<file path="src/rtl/dma_pkg.sv">
// Shared types and default widths for the memory copy/fill DMA.
// Latency: n/a (types and constants only).
// Backpressure: n/a.
package dma_pkg;

  localparam int DMA_ADDR_W = 8;
  localparam int DMA_DATA_W = 8;

  // RD is only visited in copy mode; fill mode loops WR -> WR.
  typedef enum logic [1:0] {
    IDLE = 2'd0,
    RD   = 2'd1,
    WR   = 2'd2,
    FIN  = 2'd3
  } dma_state_e;

endpackage

</file>
<file path="src/rtl/mem_copy_dma.sv">
// Purpose: block copy (src -> dst, ascending) or constant fill of a memory region over the data-memory port.
// Latency: copy of N bytes -> done k+2N+1, fill -> k+N+1, length 0 -> k+1 (start sampled at edge k).
// Backpressure: none; memory is assumed single-cycle. abort ends the transfer after the current bus cycle.
//
// Ports:
//   clk, rst_n                 clock and async active-low reset
//   start, mode_fill           one-cycle request (IDLE only); 0 = copy, 1 = fill
//   src_addr, dst_addr, length transfer parameters, latched on an accepted start
//   fill_value                 byte written in fill mode, latched on an accepted start
//   abort                      ends the transfer early (RD/WR only)
//   busy, done, aborted        status: not-IDLE, one-cycle FIN pulse, sticky abort flag
//   bytes_left                 bytes still to be written
//   mem_*                      data-memory port; outputs decoded from registered state
module mem_copy_dma
  import dma_pkg::*;
#(
  parameter int ADDR_W = DMA_ADDR_W,
  parameter int DATA_W = DMA_DATA_W
) (
  input  logic              clk,
  input  logic              rst_n,
  input  logic              start,
  input  logic              mode_fill,
  input  logic [ADDR_W-1:0] src_addr,
  input  logic [ADDR_W-1:0] dst_addr,
  input  logic [ADDR_W-1:0] length,
  input  logic [DATA_W-1:0] fill_value,
  input  logic              abort,
  output logic              busy,
  output logic              done,
  output logic              aborted,
  output logic [ADDR_W-1:0] bytes_left,
  output logic [ADDR_W-1:0] mem_address,
  output logic [DATA_W-1:0] mem_write_data,
  output logic              mem_write,
  output logic              mem_read,
  input  logic [DATA_W-1:0] mem_read_data
);

  localparam logic [ADDR_W-1:0] ONE = ADDR_W'(1);

  dma_state_e        state_q;
  logic              fill_q;
  logic              aborted_q;
  logic [ADDR_W-1:0] src_q;
  logic [ADDR_W-1:0] dst_q;
  logic [ADDR_W-1:0] left_q;
  logic [DATA_W-1:0] fill_val_q;
  logic [DATA_W-1:0] buf_q;

  always_ff @(posedge clk or negedge rst_n) begin
    if (!rst_n) begin
      state_q    <= IDLE;
      fill_q     <= 1'b0;
      aborted_q  <= 1'b0;
      src_q      <= '0;
      dst_q      <= '0;
      left_q     <= '0;
      fill_val_q <= '0;
      buf_q      <= '0;
    end else begin
      case (state_q)
        IDLE: begin
          // abort is ignored here, so start always wins when both are high.
          if (start) begin
            fill_q     <= mode_fill;
            src_q      <= src_addr;
            dst_q      <= dst_addr;
            left_q     <= length;
            fill_val_q <= fill_value;
            aborted_q  <= 1'b0;
            if (length == '0) begin
              state_q <= FIN;
            end else if (mode_fill) begin
              state_q <= WR;
            end else begin
              state_q <= RD;
            end
          end
        end

        RD: begin
          // The read in flight always completes, even when aborting.
          buf_q <= mem_read_data;
          src_q <= src_q + ONE;
          if (abort) begin
            aborted_q <= 1'b1;
            state_q   <= FIN;
          end else begin
            state_q <= WR;
          end
        end

        WR: begin
          // The write is committed by memory on this edge regardless of abort,
          // so the counters advance either way.
          dst_q  <= dst_q + ONE;
          left_q <= left_q - ONE;
          if (abort) begin
            aborted_q <= 1'b1;
            state_q   <= FIN;
          end else if (left_q == ONE) begin
            state_q <= FIN;
          end else if (fill_q) begin
            state_q <= WR;
          end else begin
            state_q <= RD;
          end
        end

        FIN: begin
          state_q <= IDLE;
        end

        default: begin
          state_q <= IDLE;
        end
      endcase
    end
  end

  // Bus outputs are pure decodes of registered state, so an asynchronous
  // reset removes any pending read/write immediately.
  assign busy           = (state_q != IDLE);
  assign done           = (state_q == FIN);
  assign aborted        = aborted_q;
  assign bytes_left     = left_q;
  assign mem_read       = (state_q == RD);
  assign mem_write      = (state_q == WR);
  assign mem_address    = (state_q == RD) ? src_q :
                          (state_q == WR) ? dst_q : '0;
  assign mem_write_data = (state_q == WR) ? (fill_q ? fill_val_q : buf_q) : '0;

endmodule

</file>
<file path="config.mk">
export PLATFORM = sky130hd
export DESIGN_NAME = mem_copy_dma
export DESIGN_NICKNAME = d
export VERILOG_FILES = /design/src/rtl/dma_pkg.sv /design/src/rtl/mem_copy_dma.sv
export SDC_FILE = /design/constraint.sdc
export NUM_CORES = 1
export LEC_CHECK = 0
export CAP_MARGIN = 25
export CORE_ASPECT_RATIO = 0.7
export CORE_MARGIN = 5
export CORE_UTILIZATION = 25
export CTS_CLUSTER_DIAMETER = 80
export CTS_CLUSTER_SIZE = 16
export DETAILED_ROUTE_END_ITERATION = 8
export GPL_TIMING_DRIVEN = 0
export HOLD_SLACK_MARGIN = 0.08
export PLACE_DENSITY_LB_ADDON = 0.08
export SYNTH_ARGS = -nofsm -noshare
export SYNTH_HDL_FRONTEND = slang
export SYNTH_SLANG_ARGS = --single-unit
export TNS_END_PERCENT = 50
</file>
<file path="constraint.sdc">
create_clock -name clk -period 2.5 [get_ports clk]
set_clock_uncertainty 0.2 [all_clocks]
set_input_delay 0.75 -clock clk [delete_from_list [all_inputs] [get_ports clk]]
set_output_delay 0.75 -clock clk [all_outputs]
set_load 0.01 [all_outputs]
</file>
==> out/metrics.yaml <==
tritoncts: "yes"
grt_max_degree: 24
floorplan.die_area_um2: 12700
critical_path.reg2reg.startpoint: "state_q[0]"
maxCapViolations: 0
ys.warnings.count: 0
synth_fp_nets: 336
grt-ovfl-total: 0
synthDominantAreaCellType: "sky130_fd_sc_hd__dfrtp_1"
drt_first_pass_iters: 4
chipHeight_um: 95.9
max_clock_freq_ghz: 0.404
antenna_violating_nets_post_route: 0
tightestPinTransition_ns: 0.685
cts.sinks: 44
cts-htree-levels: 2
timing.hold.worst.class: "in -> async"
arrival_ns: 1.52
dp_hpwl_mm: 6.47
synth_async_sr_flop_share: 1.00
final_hold_violating_endpoints: 0
post-synth-top-count-cell: "sky130_fd_sc_hd__dfrtp_1"
routabilityCongestion: 0.837
postSynthRegisterBits: 44
top_usage_layer: "met1"
whs_ns: 0.247
part_of_the_yosys_area_used_for_sequential_elements: 0.418
antenna_found_initial: 0
period_share: 0.989
global_route_wire_length_before_repair_mm: 13.9
first_iter_violations: 179
yosysTopAreaCellShare: 0.418
placement.io_buffers: 72
initial_core_util: 0.255
coreArea_um2: 10300
vias: 2489
final_max_slew_viol_count: 0
grt_use_met3: 0.0361
drive_gt1_frac: 0.249
worst_path_largest_cell_delay_ns: 0.41
grtUsageTotal: 0.141
final_core_utilization: 0.378
outcome: "finished clean"
cts_max_path_buffers: 2
met1_track_demand_over_resource: 0.208
horizontal_die_dimension_um: 133
critical_path_peak_fanout: 7
worst-r2r-cell-count: 8
antenna_cells_inserted: 0
leakage_power_nw: 1.66
synth_commonest_cells: "sky130_fd_sc_hd__dfrtp_1, sky130_fd_sc_hd__nand2_1, sky130_fd_sc_hd__a21oi_1"
setup_viol: 0
finalNetCount: 426
mappedNetlistArea_um2: 2630
avgRoutedWirePerCell_um: 17.2
number_of_enable_type_register_cells_in_the_synthesized_netlist: 0
slowest_stage_cell_cp: "sky130_fd_sc_hd__dfrtp_1"
worstSetupStartpointType: "flop"
cts_inserted_buffers: 5
yosys-top-cells-area: "sky130_fd_sc_hd__dfrtp_1, sky130_fd_sc_hd__mux2_2, sky130_fd_sc_hd__mux2i_1"
irDropWorstVdd_mv: 0.370
grt_setup_unrepaired: "yes"
filler_cell_count: 1079
drc_violations_left: 0
netlist_instances: 283
std_cell_rows: 31
fin_setup_tns_ns: 0
timing.rr.end: "bytes_left[6]"
crit_chain: "inv_2 -> ha_4 -> buf_12 -> buf_4 -> nand2_1 -> o21ai_1 -> buf_2"
post_drt_via_cell_ratio: 4.92
synth-main-ff-cell: "sky130_fd_sc_hd__dfrtp_1"
critPathCaptureType: "output port"
crit_type: "reg -> out"
layout_min_cycle_time_ns: 2.47
synthToLayoutAreaGrowth_pct: 48.1
syn-mean-instance-area_um2: 9.30
clk_latency_ns: 0.29
setup.reg_to_reg.worst_slack_ns: 0.41
vias_in_the_first_global_route: 2465
clkSlewWorstSetupHoldPaths_ns: 0.06
global_routing_met2_resource_utilization: 0.205
cellPowerDensity_nw_per_um2: 1380
ctsRootBufferMaster: "sky130_fd_sc_hd__clkbuf_16"
worst_ep_required_time_ns: 1.55
ios: 74
timing.max_slew.rel_slack: 0.530
netlist-cell-type-count: 38
drt-total-wl_mm: 8.72
==> through the flow <==
step	power, mW	cells	worst slack (ns)	area [µm²]
4_1_cts	5.20	501	-0.0860	3790
5_1_grt	5.83	506	-0.0573	3900
3_5_place_dp	4.23	488	-0.865	3530
3_3_place_gp	4.21	487	-0.995	3520
6_report	5.38	506	0.0268	3900
2_1_floorplan	3.10	283	0.0415	2630
==> how the worst max path moves through the flow <==
stage / startpoint / to / cells past startpoint
after global routing: state_q[0] / mem_address[1] / 7
final: state_q[0] / mem_address[3] / 7
after global placement: rst_n / bytes_left[1] / 1
after detailed placement: state_q[0] / mem_write_data[5] / 7
after floorplan: state_q[0] / mem_address[0] / 6
after CTS: state_q[0] / mem_address[1] / 7
==> cells by family (layout without fill, tap and decap cells) <==
family,Yosys count,after routing,synth area share
AOI/OAI and AO/OA,88,88,0.206
and+or+nand+nor,82,82,0.154
DFF,44,44,0.418
muxes,35,35,0.141
buffers and inverters,26,117,0.0433
adders and majority gates,8,8,0.0380
==> routing by layer <==
layer	vias up	part of all wire
met1	1184	0.51
li1	1225	-
met5	-	0
met4	0	0.0085
met2	75	0.42
met3	5	0.061
==> cell usage in the layout, fill, tap and decap left out, types with 5 or more instances in the layout <==
| cell | count |
|---|---|
| sky130_fd_sc_hd__o21ai_2 | 6 |
| sky130_fd_sc_hd__buf_4 | 12 |
| sky130_fd_sc_hd__mux2i_1 | 18 |
| sky130_fd_sc_hd__ha_1 | 5 |
| sky130_fd_sc_hd__o21ai_0 | 15 |
| sky130_fd_sc_hd__a21oi_1 | 26 |
| sky130_fd_sc_hd__o22a_1 | 7 |
| sky130_fd_sc_hd__buf_2 | 22 |
| sky130_fd_sc_hd__clkbuf_16 | 6 |
| sky130_fd_sc_hd__nand2_1 | 32 |
| sky130_fd_sc_hd__mux2_2 | 17 |
| sky130_fd_sc_hd__dfrtp_1 | 43 |
| sky130_fd_sc_hd__nor2_1 | 14 |
| sky130_fd_sc_hd__nand3_1 | 13 |
| sky130_fd_sc_hd__clkdlybuf4s50_1 | 51 |
| sky130_fd_sc_hd__o22ai_1 | 15 |
==> state kept, by name (all words and copies together) (netlist names) <==
register and cells:
bytes_left 8, fill_q 1, aborted 1, buf_q 8
dst_q 8, state_q 2, fill_val_q 8, src_q 8
==> power breakdown <==
| group | internal, mW | total, mW | switching [mW] |
|---|---|---|---|
| registers | 1.08 | 1.47 | 0.390 |
| clock network | 0.527 | 0.824 | 0.296 |
| logic | 1.52 | 3.09 | 1.57 |
==> repair_timing <==
item                       CTS  global route
setup endpoints to repair   19            17
gates cloned                 0             0
resized for setup          109            29
buffers inserted             5             6
hold buffers                 0             0
pin swaps                    0             3
==> worst max-delay path, delay by kind of cell, from the launching register on <==
family	cells	cell delay [ns]
AND/OR/NAND/NOR	1	0.08
AO/OA/AOI/OAI	1	0.13
adder cells (fa/ha/maj)	1	0.14
flip-flops	1	0.41
buffers and inverters	4	0.49
==> final cells by class <==
class | instances | area [µm²] | area share
buffer | 17 | 161 | 0.0414
clock buffer | 7 | 153 | 0.0391
clock inverter | 1 | 30.0 | 0.00770
inverter | 8 | 45.0 | 0.0115
multi-input combinational | 213 | 1500 | 0.384
sequential | 44 | 1100 | 0.283
tap | 132 | 165 | 0.0423
timing repair buffer | 84 | 747 | 0.192
No activity file was read; power rests on OpenSTA's default activity.
